File: config.mk
export PLATFORM = sky130hd
export DESIGN_NAME = subnode_link_ctrl
export DESIGN_NICKNAME = d
export VERILOG_FILES = /design/src/rtl/subnode_link_ctrl.sv
export SDC_FILE = /design/constraint.sdc
export NUM_CORES = 2
export LEC_CHECK = 0
export ABC_AREA = 1
export BUFFER_PORTS_ARGS = -buffer_cell sky130_fd_sc_hd__buf_2
export CAP_MARGIN = 0
export CORE_MARGIN = 2
export CORE_UTILIZATION = 51
export DETAILED_ROUTE_END_ITERATION = 6
export PLACE_DENSITY = 0.85
export RECOVER_POWER = 50
export SKIP_LAST_GASP = 1
export SLEW_MARGIN = 15
export SYNTH_ARGS = -nofsm -noshare
export SYNTH_HDL_FRONTEND = slang
export SYNTH_SLANG_ARGS = --single-unit
File: constraint.sdc
create_clock -name in_clk -period 2.1 [get_ports in_clk]
set_input_delay 0.21 -clock in_clk [delete_from_list [all_inputs] [get_ports in_clk]]
set_output_delay 0.21 -clock in_clk [all_outputs]
set_load 0.03 [all_outputs]
File: src/rtl/subnode_link_ctrl.sv
// Master-side sequencer for the serial subnode link: frames message + key under cs,
// waits out the subnode's processing gap, then shifts the processed block back in.
module subnode_link_ctrl #(
  parameter int nk       = 8,
  parameter int nb       = 4,
  parameter int nr       = 14,
  parameter int WAIT_CYC = nr + 2
) (
  input  logic              in_clk,
  input  logic              rst,
  input  logic              start,
  input  logic [32*nb-1:0]  msg_in,
  input  logic [32*nk-1:0]  key_in,
  input  logic              sdo,
  output logic              cs,
  output logic              sdi,
  output logic              busy,
  output logic              done,
  output logic [32*nb-1:0]  result
);

  localparam int W    = 32 * nb;
  localparam int KW   = 32 * nk;
  localparam int TW   = W + KW;
  localparam int M1   = (W > KW) ? W : KW;
  localparam int CMAX = (M1 > WAIT_CYC) ? M1 : WAIT_CYC;
  localparam int CW   = $clog2(CMAX + 1);

  typedef enum logic [2:0] {
    IDLE,
    SEND_MSG,
    SEND_KEY,
    GAP,
    RECV,
    FIN
  } state_t;

  state_t          state_q, state_d;
  logic [CW-1:0]   bit_cnt;
  logic [TW-1:0]   tx;
  logic [W-1:0]    rx;
  logic            state_chg;

  always_ff @(posedge in_clk or negedge rst) begin
    if (!rst) state_q <= IDLE;
    else      state_q <= state_d;
  end

  always_comb begin
    state_d = state_q;
    case (state_q)
      IDLE:     if (start)                       state_d = SEND_MSG;
      SEND_MSG: if (bit_cnt == CW'(W - 1))        state_d = SEND_KEY;
      SEND_KEY: if (bit_cnt == CW'(KW - 1))       state_d = GAP;
      GAP:      if (bit_cnt == CW'(WAIT_CYC - 1)) state_d = RECV;
      RECV:     if (bit_cnt == CW'(W - 1))        state_d = FIN;
      FIN:                                       state_d = IDLE;
      default:                                   state_d = IDLE;
    endcase
  end

  assign state_chg = (state_d != state_q);

  // The counter restarts on every state change and is parked in IDLE/FIN, so it never wraps.
  always_ff @(posedge in_clk or negedge rst) begin
    if (!rst) begin
      bit_cnt <= '0;
      tx      <= '0;
      rx      <= '0;
      cs      <= 1'b1;
      sdi     <= 1'b0;
      busy    <= 1'b0;
      done    <= 1'b0;
      result  <= '0;
    end else begin
      if (state_chg || state_q == IDLE || state_q == FIN) bit_cnt <= '0;
      else                                                bit_cnt <= bit_cnt + 1'b1;

      case (state_q)
        IDLE: begin
          if (start) begin
            tx   <= {msg_in, key_in};
            cs   <= 1'b0;
            sdi  <= msg_in[W-1];
            busy <= 1'b1;
          end
        end
        SEND_MSG, SEND_KEY: begin
          tx  <= {tx[TW-2:0], 1'b0};
          sdi <= (state_d == GAP) ? 1'b0 : tx[TW-2];
        end
        GAP: begin
          sdi <= 1'b0;
        end
        RECV: begin
          rx <= {rx[W-2:0], sdo};
          // Last sample goes straight into result so done lines up with the first cs-high cycle.
          if (state_d == FIN) begin
            result <= {rx[W-2:0], sdo};
            done   <= 1'b1;
            cs     <= 1'b1;
          end
        end
        FIN: begin
          done <= 1'b0;
          busy <= 1'b0;
        end
        default: begin
          cs   <= 1'b1;
          busy <= 1'b0;
          done <= 1'b0;
        end
      endcase
    end
  end

endmodule

==> results of run 1 <==
## layer usage
metal / overflow / global-route usage
met2: 28 / 0.573
met3: 0 / 0.193
met5: 1 / 0.0563
met1: 0 / 0.402
met4: 25 / 0.299
## per-stage QoR
| step | hold WS (ps) | utilization | cell area (um^2) | setup WS, ps |
|---|---|---|---|---|
| 2_1_floorplan | -85.6 | - | 27500 | 314 |
| 3_3_place_gp | 215 | 0.572 | 30600 | 186 |
| 4_1_cts | 168 | 0.686 | 36800 | 15.6 |
| 3_5_place_dp | 220 | 0.572 | 30600 | 68.2 |
## logic make-up after synthesis
group | Yosys count | share of synthesized area
flip-flops | 654 | 0.594
adder cells (fa/ha/maj) | 2 | 0.000908
XOR/XNOR | 5 | 0.00159
AND/OR/NAND/NOR | 1461 | 0.200
buffers and inverters | 370 | 0.0671
multiplexers | 1 | 0.000409
AO/OA/AOI/OAI | 648 | 0.135
## repair_timing
item                                   CTS
gates resized for setup                  0
hold buffers                           387
endpoints found under the hold margin  422
==> flow_summary_export.csv, run 1 <==
group,metric,value,unit
placed_design,io_buffers,519,
synthesis,syn_area,27500,um^2
global_route,grt_first_pass_wirelength,164000,um
clock_tree,cts_setup_buffers,0,
synthesis,yosys.area.top_type_share,0.593,
placed_design,gp_congestion,0.877,
synthesis,ys_types,27,
synthesis,synth_most_common_cell,"nand2_1",
synthesis,ys.flop_type,"dfrtp_1",
global_route,grt-ovfl-total,54,
synthesis,seq_area_frac_synth,0.594,
outcome,stop_error,"[ERROR GRT-0116] Global routing finished with congestion. Check the congestion regions in the DRC Viewer.",
floorplan,io_pins,520,
floorplan,start_util,0.514,
global_route,grt_pass1_vias,30000,
synthesis,syn_nets,3531,
floorplan,placementRows,85,
synthesis,yosys-top-cells-area,"dfrtp_1, nand2_1, a31oi_1",
clock_tree,cts_buffer_depth,3,
clock_tree,cts_buffers,68,
synthesis,yosys.area.top_type,"dfrtp_1",
clock_tree,clockRootBuffer,"clkbuf_16",
placed_design,place_hpwl,47300,um
synthesis,synth_seq_cells,654,
floorplan,die_x,236,um
clock_tree,h-tree-depth,3,
floorplan,die_h,236,um
outcome,status,"did not finish",
outcome,lastStage,"global routing (5_1_grt)",
synthesis,synth_common_cells,"nand2_1, dfrtp_1, nor2_1",
synthesis,async_flop_share,1.00,
synthesis,synth_edf_count,0,
global_route,grt_max_degree,118,
placed_design,dp_cells,4201,
synthesis,syn-instance-count,3141,
synthesis,syn_avg_cell_area,8.77,um^2
clock_tree,cts_sinks,654,
global_route,groute.usage.overall,0.381,
synthesis,yosysWarnings,0,
==> run 2: changes to the inputs <==
--- a/config.mk
+++ b/config.mk
@@ -9,9 +9,9 @@
 export BUFFER_PORTS_ARGS = -buffer_cell sky130_fd_sc_hd__buf_2
 export CAP_MARGIN = 0
 export CORE_MARGIN = 2
-export CORE_UTILIZATION = 51
+export CORE_UTILIZATION = 36
 export DETAILED_ROUTE_END_ITERATION = 6
-export PLACE_DENSITY = 0.85
+export PLACE_DENSITY_LB_ADDON = 0.15
 export RECOVER_POWER = 50
 export SKIP_LAST_GASP = 1
 export SLEW_MARGIN = 15
==> run 2 against run 1 <==
  * The flow now finishes, with violations (capacitance limit, slew limit)
  * Synthesized cell count stayed put
  * Area after synthesis unchanged
==> flow_summary_export.csv, run 2 <==
group,metric,value,unit
timing,rsz0062_at_grt,"false",
global_route,groute.usage.overall,0.197,
setup_path,cp.required,2590,ps
finish,final_cell_mix,"nand2_1, dfrtp_1, buf_2",
outcome,status,"finished with violations",
global_route,grt_max_degree,89,
global_route,antenna_found_initial,2,
finish,fin_nets,4409,
route,drc,0,
floorplan,die_area,78700,um^2
synthesis,syn_area,27500,um^2
outcome,violations,"capacitance limit, slew limit",
setup_path,critical-path-top-delay-family,"simple AND/OR/NAND/NOR gates",
finish,n_fill_cell,7195,
finish,finalInstanceArea,37800,um^2
synthesis,syn-instance-count,3141,
synthesis,async_flop_share,1.00,
placed_design,detailed_place.area,31600,um^2
route,drt-initial-drc-count,1560,
timing,setup_violations,0,
global_route,grt_first_pass_wirelength,126000,um
setup_path,critical_path_class,"flip-flop to flip-flop",
floorplan,core,75800,um^2
timing,layout_min_cycle_time,1900,ps
synthesis,synth_simple_gate_area_frac,0.200,
timing,max_freq,525,MHz
synthesis,ys.flop_type,"dfrtp_1",
setup_path,startpoint_type,"flip-flop",
clock_tree,cts_sinks,654,
finish,mostFrequentLayoutCell,"nand2_1",
synthesis,synth_seq_cells,654,
synthesis,synth-xor-area-share,0.00159,
timing,finalHoldViolations,0,
setup_path,crit_cells,10,
route,viasPerCell,4.78,
timing,tightest_slew,1540,ps
synthesis,yosysWarnings,0,
synthesis,syn_nets,3531,
clock_tree,cts_tree,"built",
setup_path,cp_cell_sequence,"inv_1 -> nor2_1 -> nand2_1 -> nand2_8 -> nor2_4 -> inv_16 -> buf_12 -> buf_12 -> nor2_1 -> a31oi_1",
placed_design,io_buffers,519,
synthesis,synth_mux_area_frac,0.000409,
setup_path,arrival,2390,ps
clock_tree,h-tree-depth,3,
power_and_ir_drop,max-vdd-ir-drop,0.000622,V
clock_tree,clockRootBuffer,"clkbuf_16",
power_and_ir_drop,leakage,18.4,nW
synthesis,yosys.area.top_type,"dfrtp_1",
route,ant_nets,0,
setup_path,path_max_fanout,45,
global_route,grt_pass1_vias,24000,
clock_tree,path_clk_slew,60,ps
power_and_ir_drop,powerDensity,724,nW/um^2
floorplan,io_pins,520,
setup_path,path_buf_inv,4,
route,wl,78400,um
synthesis,synth_compound_area_frac,0.135,
setup_path,cp_slowest_cell,"dfrtp_1",
timing,timing.slew.headroom,-0.0298,
finish,final_core_util,0.498,
synthesis,yosys-top-cells-area,"dfrtp_1, nand2_1, a31oi_1",
floorplan,placementRows,101,
run,drv_cap,1,
worst_hold_path,worstHoldPathType,"primary input to flip-flop",
clock_tree,cts_buffers,75,
finish,drive_above_1_share,0.167,
synthesis,synth_edf_count,0,
synthesis,seq_area_frac_synth,0.594,
floorplan,die_x,281,um
worst_hold_path,min_path_cells,4,
setup_path,endpoint_kind,"flip-flop",
timing,maxSlewViolCount,41,
setup_path,r2r_cells,10,
finish,largest_reg_flops,383,
route,dr_total_vias,24200,
finish,reg.largest.list,"tx x383, result x128, rx x127",
timing,tns,0,ps
route,routedWlPerCell,15.5,um
synthesis,synth_most_common_cell,"nand2_1",
route,drt_pass1_iterations,7,
synthesis,synth_top_family_by_area,"simple AND/OR/NAND/NOR gates",
placed_design,gp_congestion,0.783,
placed_design,place_hpwl,51600,um
clock_tree,cts_buffer_depth,3,
timing,fin_worst_skew,23.9,ps
setup_path,cpPeakStageDelay,380,ps
finish,regMostFlops,"tx",
global_route,grt-ovfl-total,0,
timing,whs,400,ps
synthesis,syn_avg_cell_area,8.77,um^2
floorplan,start_util,0.363,
clock_tree,clock_latency,620,ps
synthesis,synthAdderAreaFrac,0.000909,
timing,fin_crit_sh,0.907,
finish,area_growth,37.2,%
floorplan,die_h,281,um
synthesis,yosys.area.top_type_share,0.593,
synthesis,ys_types,27,
synthesis,synth_common_cells,"nand2_1, dfrtp_1, nor2_1",
[run 2: cell counts after synthesis]
Identical to the previous run, type by type.
[run 2: timing repair]
item / CTS / global route
gates resized for setup: 0 / 5
hold endpoints to repair: 657 / 0
setup endpoints to repair: 0 / 13
hold buffers: 387 / 0
buffers inserted: 0 / 0
[run 2: tightest hold or removal path: stages]
cell,delay (ps)
dlygate4sd3_1,530
buf_2,110
nand2_1,50
a31oi_1,70
[run 2: layout make-up]
cell class | count | area, um^2 | share of cell area
sequential | 654 | 16400 | 0.433
timing repair buffer | 1025 | 7700 | 0.204
clock buffer | 114 | 2170 | 0.0575
tap | 978 | 1220 | 0.0324
clock inverter | 25 | 370 | 0.00980
multi-input combinational | 2117 | 9360 | 0.248
antenna | 3 | 7.51 | 0.000199
inverter | 146 | 572 | 0.0151
[run 2: worst paths after layout]
| path | endpoint | slack (ps) | start |
|---|---|---|---|
| worst max-delay path | tx[66] | 200 | state_q[1] |
| worst min-delay path | tx[47] | 400 | key_in[47] |
| worst max register to register | tx[66] | 200 | state_q[1] |
| worst min register to register | bit_cnt[0] | 460 | bit_cnt[0] |
| max in group asynchronous | tx[84] | 270 | rst |
| min in group asynchronous | result[50] | 520 | rst |
[run 2: where the power goes]
group          switching [W]  internal, W  total, W
Combinational       0.000558     0.000765   0.00132
Sequential       0.000000488       0.0126    0.0126
Clock                0.00546      0.00797    0.0134
Total                0.00601       0.0213    0.0274
[run 2: through the flow]
step / std cells / setup WS (ps) / power (W)
finish: 5062 / 196 / 0.0274
detailed placement: 4533 / 49.6 / 0.0136
floorplan: 3141 / 314 / 0.0128
global placement: 4533 / 97.8 / 0.0136
global route: 5060 / 21.8 / 0.0284
CTS: 5059 / 30.7 / 0.0278
[run 2: kinds of logic after synthesis]
group,count (synthesis)
adders and majority gates,2
and+or+nand+nor,1461
xor gates and xnor gates,5
AOI/OAI and AO/OA,648
DFF,654
buffers and inverters,370
muxes,1
[run 2: layer usage]
metal  share of wire  vias to the layer above  global-route usage
met5         0.00020                        -                   0
met4           0.040                        2              0.0858
met3           0.048                      192              0.0320
met2            0.46                      601               0.315
met1            0.45                    11400               0.264
li1                -                    12000                   -
(Power assumes the default switching activity.)
